`config.mk`:
```
export PLATFORM = sky130hd
export DESIGN_NAME = rc4_prga_decrypt
export DESIGN_NICKNAME = d
export VERILOG_FILES = /design/src/rtl/rc4_prga_decrypt.sv
export SDC_FILE = /design/constraint.sdc
export NUM_CORES = 1
export LEC_CHECK = 0
export BUFFER_PORTS_ARGS = -buffer_cell sky130_fd_sc_hd__buf_2
export CORE_ASPECT_RATIO = 0.8
export CORE_MARGIN = 5
export CORE_UTILIZATION = 57
export DETAILED_ROUTE_END_ITERATION = 8
export PLACE_DENSITY_LB_ADDON = 0.25
export SLEW_MARGIN = 20
export SYNTH_ARGS = -nofsm -noshare
export SYNTH_HDL_FRONTEND = slang
export SYNTH_SLANG_ARGS = --single-unit
```
`constraint.sdc`:
```
create_clock -name clk -period 3 [get_ports clk]
set_input_delay 0.3 -clock clk [delete_from_list [all_inputs] [get_ports clk]]
set_output_delay 0.3 -clock clk [all_outputs]
set_load 0.05 [all_outputs]
```
`src/rtl/rc4_prga_decrypt.sv`:
```
`default_nettype none
// ============================================================================
// rc4_prga_decrypt : RC4 PRGA over the shared S memory; XORs each keystream
//                    byte with the encrypted ROM and flags non-text output.
// Rev 1.0
// ============================================================================
module rc4_prga_decrypt #(
  parameter int MSG_LEN      = 32,
  parameter int ABORT_ON_BAD = 1
) (
  input  logic       clk,
  input  logic       rst_n,
  input  logic       start,
  output logic       fin,
  output logic       busy,
  output logic       key_valid,
  output logic [7:0] s_addr,
  output logic [7:0] s_wr_data,
  output logic       s_wren,
  input  logic [7:0] s_q,
  output logic [4:0] enc_addr,
  input  logic [7:0] enc_q,
  output logic [4:0] dec_addr,
  output logic [7:0] dec_data,
  output logic       dec_wren
);

  localparam logic [8:0] LAST_K = 9'(MSG_LEN - 1);

  typedef enum logic [3:0] {
    IDLE, RD_SI, WT_SI, LD_SI, RD_SJ, WT_SJ, LD_SJ,
    WR_SI, WR_SJ, RD_F, WT_F, LD_F, WR_DEC, DONE
  } state_t;

  state_t     state, state_nxt;
  logic [7:0] i, j, si, sj, f, enc_b;
  logic [8:0] k;
  logic [7:0] dec_byte;
  logic       dec_good;

  assign dec_byte = f ^ enc_b;
  assign dec_good = ((dec_byte >= 8'h61) && (dec_byte <= 8'h7A)) || (dec_byte == 8'h20);

  always_ff @(posedge clk or negedge rst_n) begin
    if (!rst_n) state <= IDLE;
    else        state <= state_nxt;
  end

  always_comb begin
    state_nxt = state;
    case (state)
      IDLE:   if (start) state_nxt = RD_SI;
      RD_SI:  state_nxt = WT_SI;
      WT_SI:  state_nxt = LD_SI;
      LD_SI:  state_nxt = RD_SJ;
      RD_SJ:  state_nxt = WT_SJ;
      WT_SJ:  state_nxt = LD_SJ;
      LD_SJ:  state_nxt = WR_SI;
      WR_SI:  state_nxt = WR_SJ;
      WR_SJ:  state_nxt = RD_F;
      RD_F:   state_nxt = WT_F;
      WT_F:   state_nxt = LD_F;
      LD_F:   state_nxt = WR_DEC;
      WR_DEC: begin
        if ((!dec_good && (ABORT_ON_BAD != 0)) || (k == LAST_K)) state_nxt = DONE;
        else                                                     state_nxt = RD_SI;
      end
      DONE:   if (!start) state_nxt = IDLE;
      default: state_nxt = IDLE;
    endcase
  end

  always_ff @(posedge clk or negedge rst_n) begin
    if (!rst_n) begin
      i         <= 8'd0;
      j         <= 8'd0;
      k         <= 9'd0;
      si        <= 8'd0;
      sj        <= 8'd0;
      f         <= 8'd0;
      enc_b     <= 8'd0;
      key_valid <= 1'b0;
    end else begin
      case (state)
        IDLE: begin
          if (start) begin
            i         <= 8'd1;
            j         <= 8'd0;
            k         <= 9'd0;
            key_valid <= 1'b1;
          end
        end
        LD_SI: begin
          si <= s_q;
          j  <= j + s_q;
        end
        LD_SJ: sj <= s_q;
        LD_F: begin
          f     <= s_q;
          enc_b <= enc_q;
        end
        WR_DEC: begin
          if (!dec_good) key_valid <= 1'b0;
          i <= i + 8'd1;
          k <= k + 9'd1;
        end
        default: ;
      endcase
    end
  end

  // Read addresses are held through the wait and load cycles so the
  // registered memory output stays aligned with the load state.
  always_comb begin
    s_addr    = 8'd0;
    s_wr_data = 8'd0;
    s_wren    = 1'b0;
    enc_addr  = 5'd0;
    dec_addr  = 5'd0;
    dec_data  = 8'd0;
    dec_wren  = 1'b0;
    case (state)
      RD_SI, WT_SI, LD_SI: s_addr = i;
      RD_SJ, WT_SJ, LD_SJ: s_addr = j;
      WR_SI: begin
        s_addr    = i;
        s_wr_data = sj;
        s_wren    = 1'b1;
      end
      WR_SJ: begin
        s_addr    = j;
        s_wr_data = si;
        s_wren    = 1'b1;
      end
      RD_F, WT_F, LD_F: begin
        s_addr   = si + sj;
        enc_addr = k[4:0];
      end
      WR_DEC: begin
        dec_addr = k[4:0];
        dec_data = dec_byte;
        dec_wren = 1'b1;
      end
      default: ;
    endcase
  end

  assign fin  = (state == DONE);
  assign busy = (state != IDLE) && (state != DONE);

endmodule
`default_nettype wire

```
==> results by stage, run 1 <==
Global route:
- The maximum number of pins on one net before global-route repair is 63.
- The number of global-route vias before repair is 2984.
- The first global-routing pass estimated 14.7 mm of wire.
- In the global route stage, overall resource usage came out at 23.3%.
- Summed over all layers, the global routing overflow is 0.
- The initial antenna violation count was 0.

Floorplan:
- The overall die height is 81.4 um.
- The floorplan step defined a die boundary enclosing 0.00807 sq mm.
- The overall die width is 99.2 um.
- The initial standard-cell utilization of the core is 57.8%.
- The I/O pin total is 58.
- The total area inside the core boundary comes to 0.00628 sq mm.
- In this run the core area contains 26 standard-cell rows.

Yosys:
- The number of distinct standard cells referenced by the synthesized netlist is 52.
- The library cell occupying the most area in the post-synthesis netlist is sky130_fd_sc_hd__dfrtp_1.
- The combinational family with the most area after synthesis is simple AND/OR/NAND/NOR gates.
- The area share of xor/xnor cells in the synthesized design is 5.27%.
- In this run the cell area of the synthesized design comes to 0.00363 sq mm.
- After Yosys synthesis, full adders, half adders and majority gates account for 6.62% of the synthesized area.
- The top-area cell type share of the netlist area is 42.7%.
- The synthesized-area fraction occupied by ao, oa, aoi and oai cells is 15.2%.
- The sequential area share after synthesis is 42.7%.
- The post-synthesis simple-gate area fraction is 18.3%.
- The average instance in the mapped netlist occupies 9.76 sq um.
- The post-synthesis register bit count is 62.
- After technology mapping, the gate count stands at 372.
- During synthesis, Yosys emitted a total of 0 warnings.
- Counting flops with a built-in enable in the synthesized netlist gives 0.
- The most used flip-flop cell after synthesis is sky130_fd_sc_hd__dfrtp_1.
- The post-synth net total is 409.
- After synthesis, the cell types taking the most area are sky130_fd_sc_hd__dfrtp_1, sky130_fd_sc_hd__ha_1, sky130_fd_sc_hd__nand2_1.
- The fraction of synthesis flops using an asynchronous set or reset pin is 100%.
- The fraction of synthesized area in multiplexers is 8.58%.

CTS:
- The clock transition at the registers of the reported paths is 0.07 ns.
- For the worst-skew pair, the clock arrives at the later sink with an insertion delay of 0.34 ns.
- The number of CTS-inserted buffers is 9.
- In this run the post-CTS setup repair buffer count came out at 0.
- The clock tree from TritonCTS is yes.
- The number of hold buffers added after CTS was 0.
- The cell at the root of the clock tree is sky130_fd_sc_hd__clkbuf_8.
- Counting along the longest clock path gives a buffer depth of 2.
- The number of sinks handled by clock tree synthesis is 62.
- The H-tree was split into 3 levels.

Power:
- Power spread over the standard cell area amounts to 1220 mW/mm^2.
- The power after layout is 5.19 mW.
- The largest voltage drop on the vdd net is 712 uV.
- The leakage power is 2.07 nW.

Critical path:
- In this run the critical register-to-register path is captured at j[6]$_DFFE_PN0P_.
- The number of cells on the worst reg-to-reg path is 8.
- STA classifies the critical path endpoint as a primary output.
- The arrival time at the worst endpoint is 2.57 ns.
- The startpoint identified for the worst register-to-register timing path is j[0]$_DFFE_PN0P_.
- The sort of element at the start of the critical path is a register.
- The required time at the endpoint of the critical path is 2.70 ns.
- The slack of the worst reg-to-reg path is 0.83 ns.
- The maximum fanout count along the critical path is 3.
- The type of the worst setup path is register to primary output.

STA:
- For the pin with the worst max-slew slack, the measured transition is 0.845 ns.
- Derived from the worst setup path, the maximum achievable clock frequency is 348 MHz.
- Setup violations remaining at the end of the flow were counted as 0.
- Adding up every negative setup slack in the final design gives 0 ns.
- The worst setup slack after layout is 0.128 ns.
- The number of pins with negative max-slew slack in the final report was 0.
- Clock skew on the completed layout was measured at 0.00780 ns.
- The number of hold-slack violations in the final timing report is 0.
- The final critical path takes up 95.7% of the cycle.
- Setup repair after global routing left no endpoint under its margin.
- The final period demand of the worst path is 2.87 ns.
- The worst slew margin relative to its limit is 43.5%.

Worst hold path:
- The class of the tightest hold or removal check is input port to asynchronous set/reset pin.

Final layout:
- The proportion of layout cells with a drive suffix above 1 is 24.7%.
- Summing all multi-input logic gate instances after layout gives 0.00197 sq mm.
- The diode insertion count for antenna repair is 0.
- Across the whole layout, storage elements account for 0.00155 sq mm.
- The final net count is 469.
- The number of fill cells is 515.
- Compared with the post-synthesis result, the final layout area differs by 16.9%.
- The area of all placed cells without fillers is 0.00424 sq mm.
- Measured on the finished design, the core utilization comes to 67.6%.

Placement:
- At the end of routability-driven placement, the weighted congestion stood at 0.849.
- The quantity of I/O buffers inserted on ports is 57.
- The worst slack at placement is 0.283 ns.
- The cell area after placement is 0.00397 sq mm.
- After legalization and detailed placement, the total HPWL measured 6.19 mm.

Drt:
- The detail route stage leaves a number of antenna-violating nets equal to 0.
- The routed wire length is 8.90 mm.
- The DRC violation total after the first TritonRoute iteration is 243.
- In the routed layout, each cell is associated on average with a via count of 5.81.
- The number of detailed-route iterations in the first pass is 5.
- The DRC violation count after routing is 0.
- The mean routed wirelength per cell is 17.1 um.
- The detailed router placed 3026 vias in this run.

Job:
- The number of maximum-capacitance violations is 0.

Run status:
- The flow ran to the end, and the final reports show no timing, DRC or antenna violations.
critical path, cell delays in order, from the launching register on:
cell and delay (ns):
sky130_fd_sc_hd__dfrtp_1 0.40, sky130_fd_sc_hd__ha_1 0.24, sky130_fd_sc_hd__fa_2 0.36, sky130_fd_sc_hd__a21o_1 0.18, sky130_fd_sc_hd__a21oi_2 0.17, sky130_fd_sc_hd__nor2b_1 0.07, sky130_fd_sc_hd__o21ai_1 0.14, sky130_fd_sc_hd__mux2_2 0.34
sky130_fd_sc_hd__o21ai_1 0.15, sky130_fd_sc_hd__buf_6 0.18
final cells by class:
| cell class | instances | share of cell area, % |
|---|---|---|
| Multi-Input combinational cell | 288 | 46.3 |
| Timing Repair Buffer | 62 | 7.76 |
| Clock inverter | 5 | 2.48 |
| Inverter | 9 | 0.796 |
| Clock buffer | 11 | 3.57 |
| Tap cell | 84 | 2.48 |
| Sequential cell | 62 | 36.6 |
power breakdown:
group	switching, mW	total (mW)	internal, mW
logic	1.63	2.67	1.03
clock network	0.343	0.940	0.597
registers	0.395	1.59	1.19
total	2.37	5.19	2.82
state kept, by name, summed over array words and instances, names as in the netlist:
| register | cells |
|---|---|
| enc_b | 8 |
| f | 8 |
| i | 8 |
| j | 8 |
| k | 9 |
| key_valid | 1 |
| si | 8 |
| sj | 8 |
| state | 4 |
cell usage in the layout, fill, tap and decap left out, types with 2 or more instances in the layout:
master,instances
sky130_fd_sc_hd__o21bai_1,3
sky130_fd_sc_hd__mux2i_1,3
sky130_fd_sc_hd__a22oi_1,4
sky130_fd_sc_hd__a21oi_2,2
sky130_fd_sc_hd__o21ai_1,10
sky130_fd_sc_hd__nor2b_1,2
sky130_fd_sc_hd__ha_1,16
sky130_fd_sc_hd__a21oi_1,7
sky130_fd_sc_hd__dfrtp_1,62
sky130_fd_sc_hd__or2_2,2
sky130_fd_sc_hd__nor2_2,2
sky130_fd_sc_hd__bufinv_16,3
sky130_fd_sc_hd__clkinvlp_4,2
sky130_fd_sc_hd__nand2b_1,6
sky130_fd_sc_hd__a221oi_1,2
sky130_fd_sc_hd__and2_1,6
sky130_fd_sc_hd__nand3_1,26
sky130_fd_sc_hd__nor3_1,4
sky130_fd_sc_hd__o21ai_0,23
sky130_fd_sc_hd__and3_1,10
sky130_fd_sc_hd__buf_4,5
sky130_fd_sc_hd__mux2_2,13
sky130_fd_sc_hd__o21a_1,2
sky130_fd_sc_hd__nor2_1,25
sky130_fd_sc_hd__a22o_1,8
sky130_fd_sc_hd__xor2_1,4
sky130_fd_sc_hd__clkbuf_8,11
sky130_fd_sc_hd__buf_2,56
sky130_fd_sc_hd__nand2_1,49
sky130_fd_sc_hd__inv_1,7
sky130_fd_sc_hd__xnor2_1,16
sky130_fd_sc_hd__o31ai_1,4
sky130_fd_sc_hd__a21o_1,5
sky130_fd_sc_hd__o211ai_1,2
sky130_fd_sc_hd__inv_2,2
sky130_fd_sc_hd__mux2_1,12
sky130_fd_sc_hd__a222oi_1,3
synthesized netlist by cell type (3+ instances only):
master and instances:
sky130_fd_sc_hd__buf_2 5, sky130_fd_sc_hd__nand2b_1 6, sky130_fd_sc_hd__a22o_1 8, sky130_fd_sc_hd__a22oi_1 4
sky130_fd_sc_hd__a222oi_1 3, sky130_fd_sc_hd__ha_1 16, sky130_fd_sc_hd__nand3_1 26, sky130_fd_sc_hd__mux2i_1 3
sky130_fd_sc_hd__a21oi_1 8, sky130_fd_sc_hd__o21ai_0 25, sky130_fd_sc_hd__a21o_1 5, sky130_fd_sc_hd__nor3_1 4
sky130_fd_sc_hd__mux2_1 12, sky130_fd_sc_hd__mux2_2 13, sky130_fd_sc_hd__o31ai_1 4, sky130_fd_sc_hd__xor2_1 4
sky130_fd_sc_hd__and3_1 10, sky130_fd_sc_hd__nor2_1 25, sky130_fd_sc_hd__and2_1 6, sky130_fd_sc_hd__o21bai_1 3
sky130_fd_sc_hd__inv_1 7, sky130_fd_sc_hd__o21ai_1 8, sky130_fd_sc_hd__nand2_1 49, sky130_fd_sc_hd__dfrtp_1 62
sky130_fd_sc_hd__buf_4 4, sky130_fd_sc_hd__xnor2_1 16
repair_timing:
item / 4_1_cts / 5_1_grt
endpoints found under the setup margin: 1 / 1
resized for setup: 3 / 2
hold endpoints to repair: 0 / 0
cloned: 0 / 0
stage by stage:
| step | cells | hold slack (ns) |
|---|---|---|
| after detailed placement | 505 | 0.481 |
| after global placement | 505 | 0.471 |
| final | 521 | 0.131 |
| after CTS | 521 | 0.150 |
| after floorplan | 372 | 0.00441 |
| after global routing | 521 | 0.164 |
logic make-up after synthesis:
logic type / Yosys count
compound gates: 82
xor+xnor: 21
fa+ha+maj: 18
buf+inv: 22
flops: 62
mux: 28
simple gates: 139
metal layers:
layer	global-route usage (%)	wire [um]	vias up	part of all wire, %
li1	-	-	1445	-
met1	31.3	4010	1485	45
met2	38.5	4340	87	49
met3	4.98	467	9	5.2
met4	6.41	89	0	1.0
met5	0	0	-	0
worst max-delay path by stage:
stage | slack [ns] | to | start | cells after the start
2_1_floorplan | 0.10 | s_addr[6] | si[0]$_DFFE_PN0P_ | 8
3_3_place_gp | 0.33 | s_addr[6] | si[0]$_DFFE_PN0P_ | 9
3_5_place_dp | 0.28 | s_addr[6] | si[0]$_DFFE_PN0P_ | 9
4_1_cts | 0.02 | s_addr[6] | si[0]$_DFFE_PN0P_ | 9
5_1_grt | 0.03 | s_addr[6] | si[0]$_DFFE_PN0P_ | 9
6_report | 0.13 | s_addr[6] | si[0]$_DFFE_PN0P_ | 9
Note: power is estimated with default switching activity, not from simulation.
==> inputs of run 2 (changes only) <==
CORE_MARGIN = 4   (was 5)
CORE_UTILIZATION = 60   (was 57)
clock period = 3.5 ns   (was 3 ns; I/O delays follow)
==> run 2 against run 1 <==
  * Worst setup slack better by 0.19 ns
  * Via count decreased by 0.86%
  * Register-to-register slack better by 0.49 ns
  * Die area down 8.8%
  * Global-route usage increased by 2.3 points
  * Clock power decreased by 37%
  * Largest cell class unchanged
  * Critical path type unchanged
  * First-iteration DRC count decreased by 24%
  * Non-clock buffer count shrank 1
  * Critical path depth unchanged
  * Clock-buffer cell count increased by 2
  * Critical endpoint unchanged
  * Utilization rose by 3.0 points
==> results by stage, run 2 (synthesized netlist as in run 1, its figures left out) <==
Global route:
- The number of global-route vias before repair came to 2964 (-0.67%).
- The global-route usage over all layers is 25.6% (+2.3 points).
- The maximum number of pins on one net before global-route repair is 39 (-38%).
- The first-pass GRT wire length is 14.5 mm (-1.1%).
- The initial antenna violation count came to 1 (+1).
- The total congestion overflow after global routing is 0 (unchanged).

Final layout:
- The diode insertion count for antenna repair was 0 (unchanged).
- The number of cells in the finished layout apart from fillers is 517 (-0.77%).
- The flip-flop count of the largest register, all copies and words added came to 9 (unchanged).
- The area of all placed cells without fillers is 0.00415 sq mm (-2.2%).
- The final net count is 468 (-0.21%).
- The area growth from synthesis to final layout is 14.3%.
- Leaving out fill and tap cells, the most frequent cell in the layout is sky130_fd_sc_hd__dfrtp_1.
- The proportion of layout cells with a drive suffix above 1 is 23.9% (-0.86 points).
- The top cell types in the final layout, fill and taps aside, are sky130_fd_sc_hd__dfrtp_1, sky130_fd_sc_hd__buf_2, sky130_fd_sc_hd__nand2_1.
- The utilization of the core after routing came to 70.5% (+3.0 points).
- Ranked by flip-flop count, first place goes to k.
- The number of fill cells was 476 (-7.6%).

Critical path:
- The type of the worst setup path is register to primary output.
- The capturing element type of the critical path is a primary output.
- The arrival time at the worst endpoint is 2.83 ns (+0.26 ns).
- The maximum fanout count along the critical path is 3 (unchanged).
- The startpoint identified for the worst register-to-register timing path is j[0]$_DFFE_PN0P_.
- In this run the worst setup path begins at si[0]$_DFFE_PN0P_.
- The required time at the endpoint of the critical path is 3.15 ns (+0.45 ns).
- The worst setup path is launched from a register.

Drt:
- The mean routed wirelength per cell came to 16.9 um (-1.4%).
- The residual antenna-violating net count after detailed routing is 0 (unchanged).
- The DRC violation total after the first TritonRoute iteration was 184 (-24%).
- The DRC violation count after routing is 0 (unchanged).
- The detailed-route via count is 3000 (-0.86%).
- The routed wire length was 8.71 mm (-2.1%).
- The per-cell via count in the routed design was 5.80 (about the same).
- The number of detailed-route iterations in the first pass is 4 (-1).

Power:
- The largest voltage drop on the vdd net was 634 uV (-11%).
- The power density over cell area is 1010 mW/mm^2 (-17%).
- The power after layout came to 4.19 mW (-19%).
- The leakage power came to 2.04 nW (-1.5%).

CTS:
- The clock latency on the worst-skew pair came to 0.35 ns (about the same).
- The number of CTS-inserted buffers came to 9 (unchanged).
- The maximum level of the CTS H-tree came to 3 (unchanged).
- The number of sinks handled by clock tree synthesis is 62 (unchanged).
- The buffer count from post-CTS setup fixing is 0 (unchanged).
- The clock tree from TritonCTS is yes.
- The number of buffers between clock root and the deepest sink came to 2 (unchanged).
- The count of cells resized by post-cts repair is 0 (-3).
- The clock transition at the registers of the reported paths was 0.07 ns (about the same).
- The tree is rooted in a sky130_fd_sc_hd__clkbuf_8.
- The post-cts hold buffer count is 0 (unchanged).

STA:
- The setup clock skew after layout is 0.00963 ns (+0.00183 ns).
- The count of endpoints failing setup in the final report came to 0 (unchanged).
- Setup repair after global routing left no endpoint under its margin.
- Of the available clock period, the critical path in the final layout requires 91.0%.
- The worst slew margin relative to its limit was 40.2% (-3.4 points).
- The number of pins with negative max-slew slack in the final report is 0 (unchanged).
- The peak clock frequency supported by timing is 314 MHz.
- The worst slack on hold paths was 0.129 ns (-0.00276 ns).
- The routed design could run at a clock period as short as 3.18 ns.
- The final setup TNS is 0 ns (unchanged).
- The transition time of the tightest slew-check pin is 0.894 ns (+0.0494 ns).
- The number of hold-slack violations in the final timing report is 0 (unchanged).
- The worst setup slack after layout is 0.315 ns (+0.188 ns).

Floorplan:
- The floorplan core area is 0.00588 sq mm (-6.3%).
- The I/O pin total is 58 (unchanged).
- The initial standard-cell utilization of the core is 61.7% (+3.9 points).
- The die area came to 0.00737 sq mm (-8.8%).
- The overall die height came to 77.6 um (-4.7%).
- The row count is 25 (-3.8%).
- The overall die width was 95.0 um (-4.3%).

Job:
- The number of maximum-capacitance violations came to 0 (unchanged).

Placement:
- The cell area after placement is 0.00396 sq mm (-0.28%).
- The quantity of I/O buffers inserted on ports is 57 (unchanged).
- The worst slack at placement is 0.701 ns (+0.417 ns).
- The cell count after placement is 501 (-0.79%).
- The global placement routability congestion was 0.830 (-2.2%).
- The final HPWL from detailed placement is 6.15 mm (-0.66%).

Run status:
- The run finished with clean final reports.

Worst hold path:
- In this run the worst hold path is classified as input port to asynchronous set/reset pin.
[run 2: path summary, 6_finish.rpt]
kind | cells after the start | slack, ns | to
max | 9 | 0.32 | s_addr[6]
min | 1 | 0.13 | state[1]$_DFFE_PN0P_
max reg2reg | 8 | 1.32 | j[6]$_DFFE_PN0P_
min reg2reg | 1 | 0.49 | j[7]$_DFFE_PN0P_
max in group asynchronous | 2 | 2.64 | f[1]$_DFFE_PN0P_
min in group clk | 2 | 0.21 | enc_b[6]$_DFFE_PN0P_
[run 2: layer usage]
layer	track usage [%]	wire, um	up-vias
li1	-	-	1445
met1	36.5	4050	1448
met2	37.4	3980	91
met3	8.24	537	14
met4	7.78	130	2
met5	0	13	-
[run 2: worst max-delay path, stage by stage (launching register included)]
cell                      delay (ns)
sky130_fd_sc_hd__dfrtp_1        0.40
sky130_fd_sc_hd__ha_1           0.23
sky130_fd_sc_hd__fa_1           0.41
sky130_fd_sc_hd__a21o_1         0.18
sky130_fd_sc_hd__a21oi_1        0.23
sky130_fd_sc_hd__nor2b_1        0.07
sky130_fd_sc_hd__o21ai_0        0.19
sky130_fd_sc_hd__mux2_2         0.35
sky130_fd_sc_hd__o21ai_0        0.13
sky130_fd_sc_hd__buf_2          0.28
[run 2: report_power, final]
part	total [mW]	internal, mW	switching, mW
logic	2.24	0.860	1.38
registers	1.36	1.02	0.335
clock network	0.596	0.313	0.283
total	4.19	2.20	2.00
[run 2: cell type report]
class	instances	area [sq um]	area share [%]
inverters	9	33.8	0.814
clock buffers	13	169	4.07
flip-flops and latches	62	1550	37.4
clock inverters	3	17.5	0.422
well taps	81	101	2.44
multi-input cells	288	1960	47.2
repair buffers	61	315	7.60
